`config.mk`:
```
export PLATFORM = sky130hd
export DESIGN_NAME = fifo_bus_router
export DESIGN_NICKNAME = d
export VERILOG_FILES = /design/src/rtl/fifo_bus_pkg.sv /design/src/rtl/rr_arbiter.sv /design/src/rtl/fifo_bus_router.sv
export SDC_FILE = /design/constraint.sdc
export NUM_CORES = 1
export LEC_CHECK = 0
export BUFFER_PORTS_ARGS = -buffer_cell sky130_fd_sc_hd__buf_2
export CAP_MARGIN = 20
export CORE_ASPECT_RATIO = 0.75
export CORE_MARGIN = 2
export CORE_UTILIZATION = 49
export DETAILED_ROUTE_END_ITERATION = 10
export PLACE_DENSITY = 0.8
export RECOVER_POWER = 25
export SYNTH_ARGS = -nofsm -noshare
export SYNTH_HDL_FRONTEND = slang
export SYNTH_SLANG_ARGS = --single-unit
export TNS_END_PERCENT = 100
```
`constraint.sdc`:
```
create_clock -name clk -period 2.7 [get_ports clk]
set_clock_uncertainty 0.15 [all_clocks]
set_input_delay 0.405 -clock clk [delete_from_list [all_inputs] [get_ports clk]]
set_output_delay 0.405 -clock clk [all_outputs]
set_load 0.01 [all_outputs]
```
`src/rtl/fifo_bus_pkg.sv`:
```
// fifo_bus_pkg: shared state encoding, ID width and header decode for the bus router
package fifo_bus_pkg;
  typedef enum logic [1:0] {IDLE, POP, SEND, DONE} state_e;
  localparam int ID_W = 8;
  localparam logic [ID_W-1:0] BC_ID = 8'hFF;
  function automatic logic [ID_W-1:0] pkt_id(input logic [63:0] pkt, input int sh);
    return ID_W'(pkt >> sh);
  endfunction
endpackage

```
`src/rtl/rr_arbiter.sv`:
```
// rr_arbiter: combinational round-robin pick of the first set req bit after ptr, with wrap
// ports: req (N requests), ptr (last winner), gnt_idx (winner index), any_req (some request set)
module rr_arbiter #(
  parameter int N = 4,
  localparam int IW = N > 1 ? $clog2(N) : 1
) (
  input  logic [N-1:0]  req,
  input  logic [IW-1:0] ptr,
  output logic [IW-1:0] gnt_idx,
  output logic          any_req
);
  logic [IW-1:0] j;
  always_comb begin
    gnt_idx = '0;
    j = '0;
    any_req = |req;
    for (int k = N; k >= 1; k--) begin
      j = IW'((int'(ptr) + k) % N);
      gnt_idx = req[j] ? j : gnt_idx;
    end
  end
endmodule

```
`src/rtl/fifo_bus_router.sv`:
```
// fifo_bus_router: pops one packet at a time from the device TX FIFOs and routes it to the RX FIFOs
// ports: pndng/D_pop/pop (TX side), full/push/D_push (RX side), err (invalid-ID drop pulse), busy
module fifo_bus_router
  import fifo_bus_pkg::*;
#(
  parameter int pckg_sz = 16,
  parameter int drvrs = 4,
  parameter logic [ID_W-1:0] bc_id = BC_ID,
  localparam int IW = drvrs > 1 ? $clog2(drvrs) : 1
) (
  input  logic                       clk,
  input  logic                       rst_n,
  input  logic [drvrs-1:0]           pndng,
  input  logic [drvrs*pckg_sz-1:0]   D_pop,
  output logic [drvrs-1:0]           pop,
  input  logic [drvrs-1:0]           full,
  output logic [drvrs-1:0]           push,
  output logic [pckg_sz-1:0]         D_push,
  output logic                       err,
  output logic                       busy
);
  state_e state_q, state_d;
  logic [IW-1:0] rr_q, rr_d, grant_q, grant_d, gnt;
  logic [pckg_sz-1:0] pkt_q, pkt_d, dpush_q, dpush_d;
  logic [drvrs-1:0] pop_q, pop_d, push_q, push_d, mask;
  logic err_q, err_d, busy_q, busy_d, any_req, uni, valid;
  logic [ID_W-1:0] id;

  rr_arbiter #(.N(drvrs)) u_arb (.req(pndng), .ptr(rr_q), .gnt_idx(gnt), .any_req(any_req));

  // broadcast excludes the sender; with a single device that leaves an empty mask
  always_comb begin
    id = pkt_id(64'(pkt_q), pckg_sz - ID_W);
    uni = 32'(id) < drvrs;
    valid = uni || id == bc_id;
    mask = uni ? drvrs'(1) << id : id == bc_id ? ~(drvrs'(1) << grant_q) : '0;
  end

  always_comb begin
    state_d = state_q;
    rr_d = rr_q;
    grant_d = grant_q;
    pkt_d = pkt_q;
    pop_d = '0;
    push_d = '0;
    dpush_d = dpush_q;
    err_d = 1'b0;
    case (state_q)
      IDLE: if (any_req) begin
        grant_d = gnt;
        pkt_d = D_pop[int'(gnt)*pckg_sz +: pckg_sz];
        pop_d = drvrs'(1) << gnt;
        rr_d = gnt;
        state_d = POP;
      end
      POP: state_d = SEND;
      SEND: if (!valid) begin
        err_d = 1'b1;
        state_d = DONE;
      end else if (~|(mask & full)) begin
        push_d = mask;
        dpush_d = pkt_q;
        state_d = DONE;
      end
      DONE: state_d = IDLE;
      default: state_d = IDLE;
    endcase
    busy_d = state_d != IDLE;
  end

  always_ff @(posedge clk or negedge rst_n) begin
    if (!rst_n) begin
      state_q <= IDLE;
      rr_q <= IW'(drvrs - 1);
      grant_q <= '0;
      pkt_q <= '0;
      pop_q <= '0;
      push_q <= '0;
      dpush_q <= '0;
      err_q <= 1'b0;
      busy_q <= 1'b0;
    end else begin
      state_q <= state_d;
      rr_q <= rr_d;
      grant_q <= grant_d;
      pkt_q <= pkt_d;
      pop_q <= pop_d;
      push_q <= push_d;
      dpush_q <= dpush_d;
      err_q <= err_d;
      busy_q <= busy_d;
    end
  end

  assign pop = pop_q;
  assign push = push_q;
  assign D_push = dpush_q;
  assign err = err_q;
  assign busy = busy_q;
endmodule

```
-- Yosys cells after proc, flatten, opt, wreduce, memory -nomap -nowiden
Index checks and enable logic that the tools add are counted.
W data, S select, Z words.
- equality and inequality tests: 4
- muxes and demuxes: 25
- reduce and logical (&&, ||, !) cells: 7
- bitwise logic cells: 3
- add/subtract/negate cells: 4
- order comparisons: 5
- shifts and indexed selects: 4
- operators by type and width (operator ; count):
    $shiftx A64 B7 Y16 ; 1
    $mux W4 ; 7
    $mux W2 ; 7
    $lt A2 B3 Y1 const B ; 4
    $bmux W1 S2 ; 4
    $eq A8 B8 Y1 const B ; 1
    $lt A8 B3 Y1 const B ; 1
    $pmux W2 S4 ; 1
    $reduce_or A4 Y1 ; 2
    $shl A1 B2 Y4 const A ; 2
    $shl A1 B8 Y4 const A ; 1
    $mux W1 ; 6
    $add A2 B1 Y2 const B ; 2
    $add A2 B2 Y2 const B ; 2
    $and A4 B4 Y4 ; 1
    $eq A2 B2 Y1 const B ; 2
    $not A4 Y4 ; 1
    $reduce_and A3 Y1 ; 1
    $eq A2 B1 Y1 const B ; 1
    $logic_not A2 Y1 ; 1
    $reduce_and A2 Y1 ; 1
    $reduce_bool A2 Y1 ; 1
    $logic_or A1 B1 Y1 ; 1
    $not A1 Y1 ; 1
- input port bits: 74
- bits in registers: 48
- output and inout port bits: 26
- logic and storage cells: 61

-- Logic depth before layout (Yosys ltp)
- depth in word-level cells: 10
- depth in mapped cells: 8

-- Hierarchy
Synthesis repeated with hierarchy kept, for this count alone.
- cell total of the unflattened synthesis: 177
- area total of the unflattened synthesis: 2482.4 um^2
- by module, submodules not included (module ; area each (um^2) ; times used ; cells each):
    fifo_bus_router ; 2391.0 ; 1 ; 163
    rr_arbiter ; 91.3 ; 1 ; 14

-- Least setup slack after synthesis
Ideal clock, no wire load.
- path kind: register -> register
- from: register pkt_q[12]
- to: register dpush_q[0], in the netlist D_push[0]
- arrival: 1.991 ns
- required time: 2.425 ns
- path slack: 0.434 ns
- stages on the path, launching flop included: 8
- cell sequence: dfrtp_1 -> or4_4 -> nor3_4 -> nor2_1 -> and4b_1 -> buf_6 -> buf_12 -> mux2_4
- word-level cells in the longest chain between the ends: 7
- RTL lines (item ; line ; RTL):
    start, declared ; fifo_bus_router.sv:24 ; logic [pckg_sz-1:0] pkt_q, pkt_d, dpush_q, dpush_d;
    start signal, assigned ; fifo_bus_router.sv:86 ; pkt_q <= pkt_d;
    branches (longest 6 deep; another with $lt A8 B3 Y1) ; -- ;
    $reduce_and A3 Y1 (no line) (*) ; -- ;
    end signal, assigned ; fifo_bus_router.sv:89 ; dpush_q <= dpush_d;
    end, declared ; fifo_bus_router.sv:24 ;
Every way passes the cells marked *.
A chain may end at the register's enable or synchronous reset.

-- Final worst setup path
- from: register pkt_q[12]
- to: register dpush_q[4], in the netlist D_push[4]
The elaborated chain is that of the path after synthesis.

==> impl_metrics.prom <==
# TYPE chip_impl_metric gauge
chip_impl_metric{name="initial_utilization",unit=""} 0.501
chip_impl_metric{name="fp.coreArea",unit="µm²"} 5270
chip_impl_metric{name="grt_util_all_layers",unit=""} 0.200
chip_impl_info{name="r2r-start",value="pkt_q[12]"} 1
chip_impl_metric{name="post_synth_instance_area",unit="µm²"} 2640
chip_impl_metric{name="dr.pass1.iters",unit=""} 4
chip_impl_info{name="grt_most_used_layer",value="met2"} 1
chip_impl_metric{name="clk_pin_slew",unit="ns"} 0.08
chip_impl_metric{name="synth_cells",unit=""} 234
chip_impl_metric{name="totalNegativeSetupSlack",unit="ns"} 0
chip_impl_metric{name="portBuffers",unit=""} 99
chip_impl_metric{name="detail_route.iter0.violations",unit=""} 105
chip_impl_metric{name="yosysTopAreaCellShare",unit=""} 0.436
chip_impl_metric{name="post-route-min-period",unit="ns"} 2.39
chip_impl_metric{name="final_routed_drc_violation_total",unit=""} 0
chip_impl_info{name="hold_path_class",value="flip-flop to flip-flop"} 1
chip_impl_metric{name="placedCellCount",unit=""} 399
chip_impl_metric{name="synthesis.yosys.warnings",unit=""} 0
chip_impl_metric{name="fin_area",unit="µm²"} 3340
chip_impl_metric{name="place_area",unit="µm²"} 3230
chip_impl_metric{name="path_max_fanout",unit=""} 9
chip_impl_metric{name="die_y",unit="µm"} 67.6
chip_impl_metric{name="routed_via_density",unit=""} 5.12
chip_impl_info{name="startpoint",value="pkt_q[12]"} 1
chip_impl_metric{name="cts_setup_buffers",unit=""} 0
chip_impl_metric{name="first_global_vias",unit=""} 1991
chip_impl_info{name="synth.top_cells.by_area",value="dfrtp_1, mux2i_1, mux2_2, mux2_4, o21ai_0"} 1
chip_impl_metric{name="die_area",unit="µm²"} 5990
chip_impl_metric{name="timing.critical_path.required",unit="ns"} 2.74
chip_impl_metric{name="cap_violations",unit=""} 0
chip_impl_metric{name="antenna_violations_before_repair",unit=""} 0
chip_impl_metric{name="globalRouteMet1Util",unit=""} 0.277
chip_impl_metric{name="post_drt_wl_per_cell",unit="µm"} 13.5
chip_impl_info{name="cts_root_buffer",value="clkbuf_8"} 1
chip_impl_metric{name="dp_hpwl",unit="µm"} 4200
chip_impl_metric{name="achievable-frequency",unit="MHz"} 419
chip_impl_metric{name="synth-seq-cells",unit=""} 48
chip_impl_info{name="netlist.top_cell.by_area",value="dfrtp_1"} 1
chip_impl_metric{name="worst_vdd_ir",unit="V"} 0.000370
chip_impl_info{name="cts_tree",value="done"} 1
chip_impl_info{name="startpoint_type",value="flip-flop"} 1
chip_impl_info{name="setup_repair_after_global_routing_missed_its_margin",value="false"} 1
chip_impl_metric{name="via_count",unit=""} 2089
chip_impl_metric{name="synthesis.area_per_instance",unit="µm²"} 11.3
chip_impl_metric{name="hold_viol",unit=""} 0
chip_impl_metric{name="floorplan.io_pins",unit=""} 100
chip_impl_metric{name="global_route.usage.met3",unit=""} 0.0391
chip_impl_metric{name="grt_max_degree",unit=""} 32
chip_impl_info{name="run_status",value="finished, final reports clean"} 1
chip_impl_metric{name="gr-total-overflow",unit=""} 0
chip_impl_metric{name="ys_async_sr_fraction",unit=""} 1.00
chip_impl_metric{name="worstMarginPinSlew",unit="ns"} 1.28
chip_impl_metric{name="cts.path.max_buffers",unit=""} 2
chip_impl_metric{name="postCtsResizedCells",unit=""} 0
chip_impl_metric{name="layout_worst_path_cycle_share",unit=""} 0.883
chip_impl_metric{name="fraction_of_final_layout_cells_sized_beyond_drive_strength_1",unit=""} 0.459
chip_impl_metric{name="p_leak",unit="nW"} 1.72
chip_impl_metric{name="finalNonFillerCells",unit=""} 408
chip_impl_metric{name="grtUsageMet2",unit=""} 0.324
chip_impl_metric{name="worst_endpoint_data_arrival_time",unit="ns"} 2.42
chip_impl_metric{name="sequential_cell_area_fraction_in_the_yosys_report",unit=""} 0.456
chip_impl_metric{name="nNetsFinal",unit=""} 408
chip_impl_metric{name="insertedDiodeCount",unit=""} 0
chip_impl_info{name="min_from",value="pkt_q[1]"} 1
chip_impl_metric{name="worst_skew_pair.late_latency",unit="ns"} 0.30
chip_impl_metric{name="htree_levels",unit=""} 2
chip_impl_metric{name="row_count",unit=""} 23
chip_impl_metric{name="cts_buffers",unit=""} 5
chip_impl_metric{name="slew_headroom",unit=""} 0.144
chip_impl_metric{name="finalMaxSlewViolations",unit=""} 0
chip_impl_metric{name="number_of_enable_type_register_cells_in_the_synthesized_netlist",unit=""} 0
chip_impl_metric{name="wirelength",unit="µm"} 5490
chip_impl_metric{name="synthToLayoutAreaGrowth",unit="%"} 26.6
chip_impl_metric{name="final-setup-viol-count",unit=""} 0
chip_impl_info{name="timing.critical_path.to_type",value="flip-flop"} 1
chip_impl_metric{name="global_route_wire_length_before_repair",unit="µm"} 9230
chip_impl_metric{name="p_per_area",unit="nW/µm²"} 1020
chip_impl_metric{name="ant_nets",unit=""} 0
chip_impl_metric{name="clock-sinks",unit=""} 48
chip_impl_metric{name="syn-num-nets",unit=""} 310
chip_impl_metric{name="synth.lib_cells_used.distinct",unit=""} 41
chip_impl_metric{name="gpl.final_weighted_congestion",unit=""} 0.882
chip_impl_info{name="yosys_most_used_dff",value="dfrtp_1"} 1
chip_impl_info{name="setup.worst_path.class",value="flip-flop to flip-flop"} 1
chip_impl_metric{name="die_x",unit="µm"} 88.7
[critical path, cell delays in order (launching register included)]
cell	delay (ns)
dfrtp_1	0.41
or4_4	0.56
nor3_4	0.21
nor2_1	0.11
and4b_1	0.29
buf_4	0.23
mux2_4	0.32
[Yosys cell counts (all sizes together) (2+ instances only)]
cell type / n
a311oi: 2
nor3b: 2
dfstp: 2
dfrtp: 46
ha: 2
a21oi: 3
clkbuf: 9
and2: 2
nor3: 7
a21o: 2
nor2: 11
o21ai: 20
a211oi: 2
mux2i: 34
buf: 7
nand2: 18
nand4: 2
inv: 8
mux2: 34
nor2b: 2
nand2b: 5
[kinds of logic after synthesis]
logic type               count (synthesis)  share of synthesized area
AO/OA/AOI/OAI                           35                     0.0820
adder cells (fa/ha/maj)                  2                    0.00948
buffers and inverters                   24                     0.0488
flip-flops                              48                      0.456
multiplexers                            68                      0.288
AND/OR/NAND/NOR                         57                      0.115
[where the power goes]
| part | internal (mW) | switching [mW] |
|---|---|---|
| sequential | 1.05 | 0.255 |
| clock | 0.275 | 0.227 |
| combinational | 0.828 | 0.754 |
| total | 2.16 | 1.24 |
[sequential cells by signal, summed over array words and instances, names as in the netlist]
register,count
D_push,16
state_q,2
err,1
rr_q,2
busy,1
push,4
pop,4
pkt_q,16
grant_q,2
[metrics by stage]
stage | worst slack, ns | hold WS [ns] | power, mW | utilization
3_3_place_gp | 0.407 | 0.262 | 2.87 | 0.613
6_report | 0.315 | 0.337 | 3.39 | 0.634
3_5_place_dp | 0.322 | 0.263 | 2.92 | 0.613
5_1_grt | 0.195 | 0.361 | 3.67 | 0.634
2_1_floorplan | 0.434 | -0.0406 | 2.43 | -
4_1_cts | 0.302 | 0.340 | 3.43 | 0.636
[repair_timing]
action / 4_1_cts / 5_1_grt
hold buffers: 1 / 0
endpoints found under the hold margin: 46 / 0
endpoints found under the setup margin: 0 / 0
[final cells by class]
cell class / instances / area [µm²]
repair buffers: 107 / 563
fillers: 456 / 1930
clock buffers: 6 / 72.6
clock inverters: 2 / 35.0
multi-input cells: 162 / 1340
flip-flops and latches: 48 / 1200
well taps: 75 / 93.8
inverters: 8 / 30.0
[metal layers]
metal | part of all wire | vias to the layer above
met5 | 0 | -
met4 | 0.016 | 0
met3 | 0.061 | 10
met2 | 0.46 | 69
met1 | 0.46 | 980
li1 | - | 1030
[final timing paths]
check,endpoint,slack (ns),depth (start not counted)
setup / recovery,D_push[4],0.31,6
hold / removal,pkt_q[1],0.34,2
min in group asynchronous,pkt_q[13],0.82,3
hold reg to reg,pkt_q[1],0.34,2
max in group asynchronous,pkt_q[1],0.78,3
setup reg to reg,D_push[4],0.31,6
[cells in the final DEF (no fill, tap or decap), types with 4 or more instances in the layout]
master	Yosys	layout
inv_1	8	8
buf_2	2	98
buf_4	3	4
mux2_2	24	24
nor3_1	6	6
nand2_1	18	18
mux2_4	10	10
clkbuf_8	0	5
o21ai_0	20	20
dfrtp_1	46	46
nor2_1	11	11
mux2i_1	34	34
nand2b_1	5	5
Note: power is estimated with default switching activity, not from simulation.
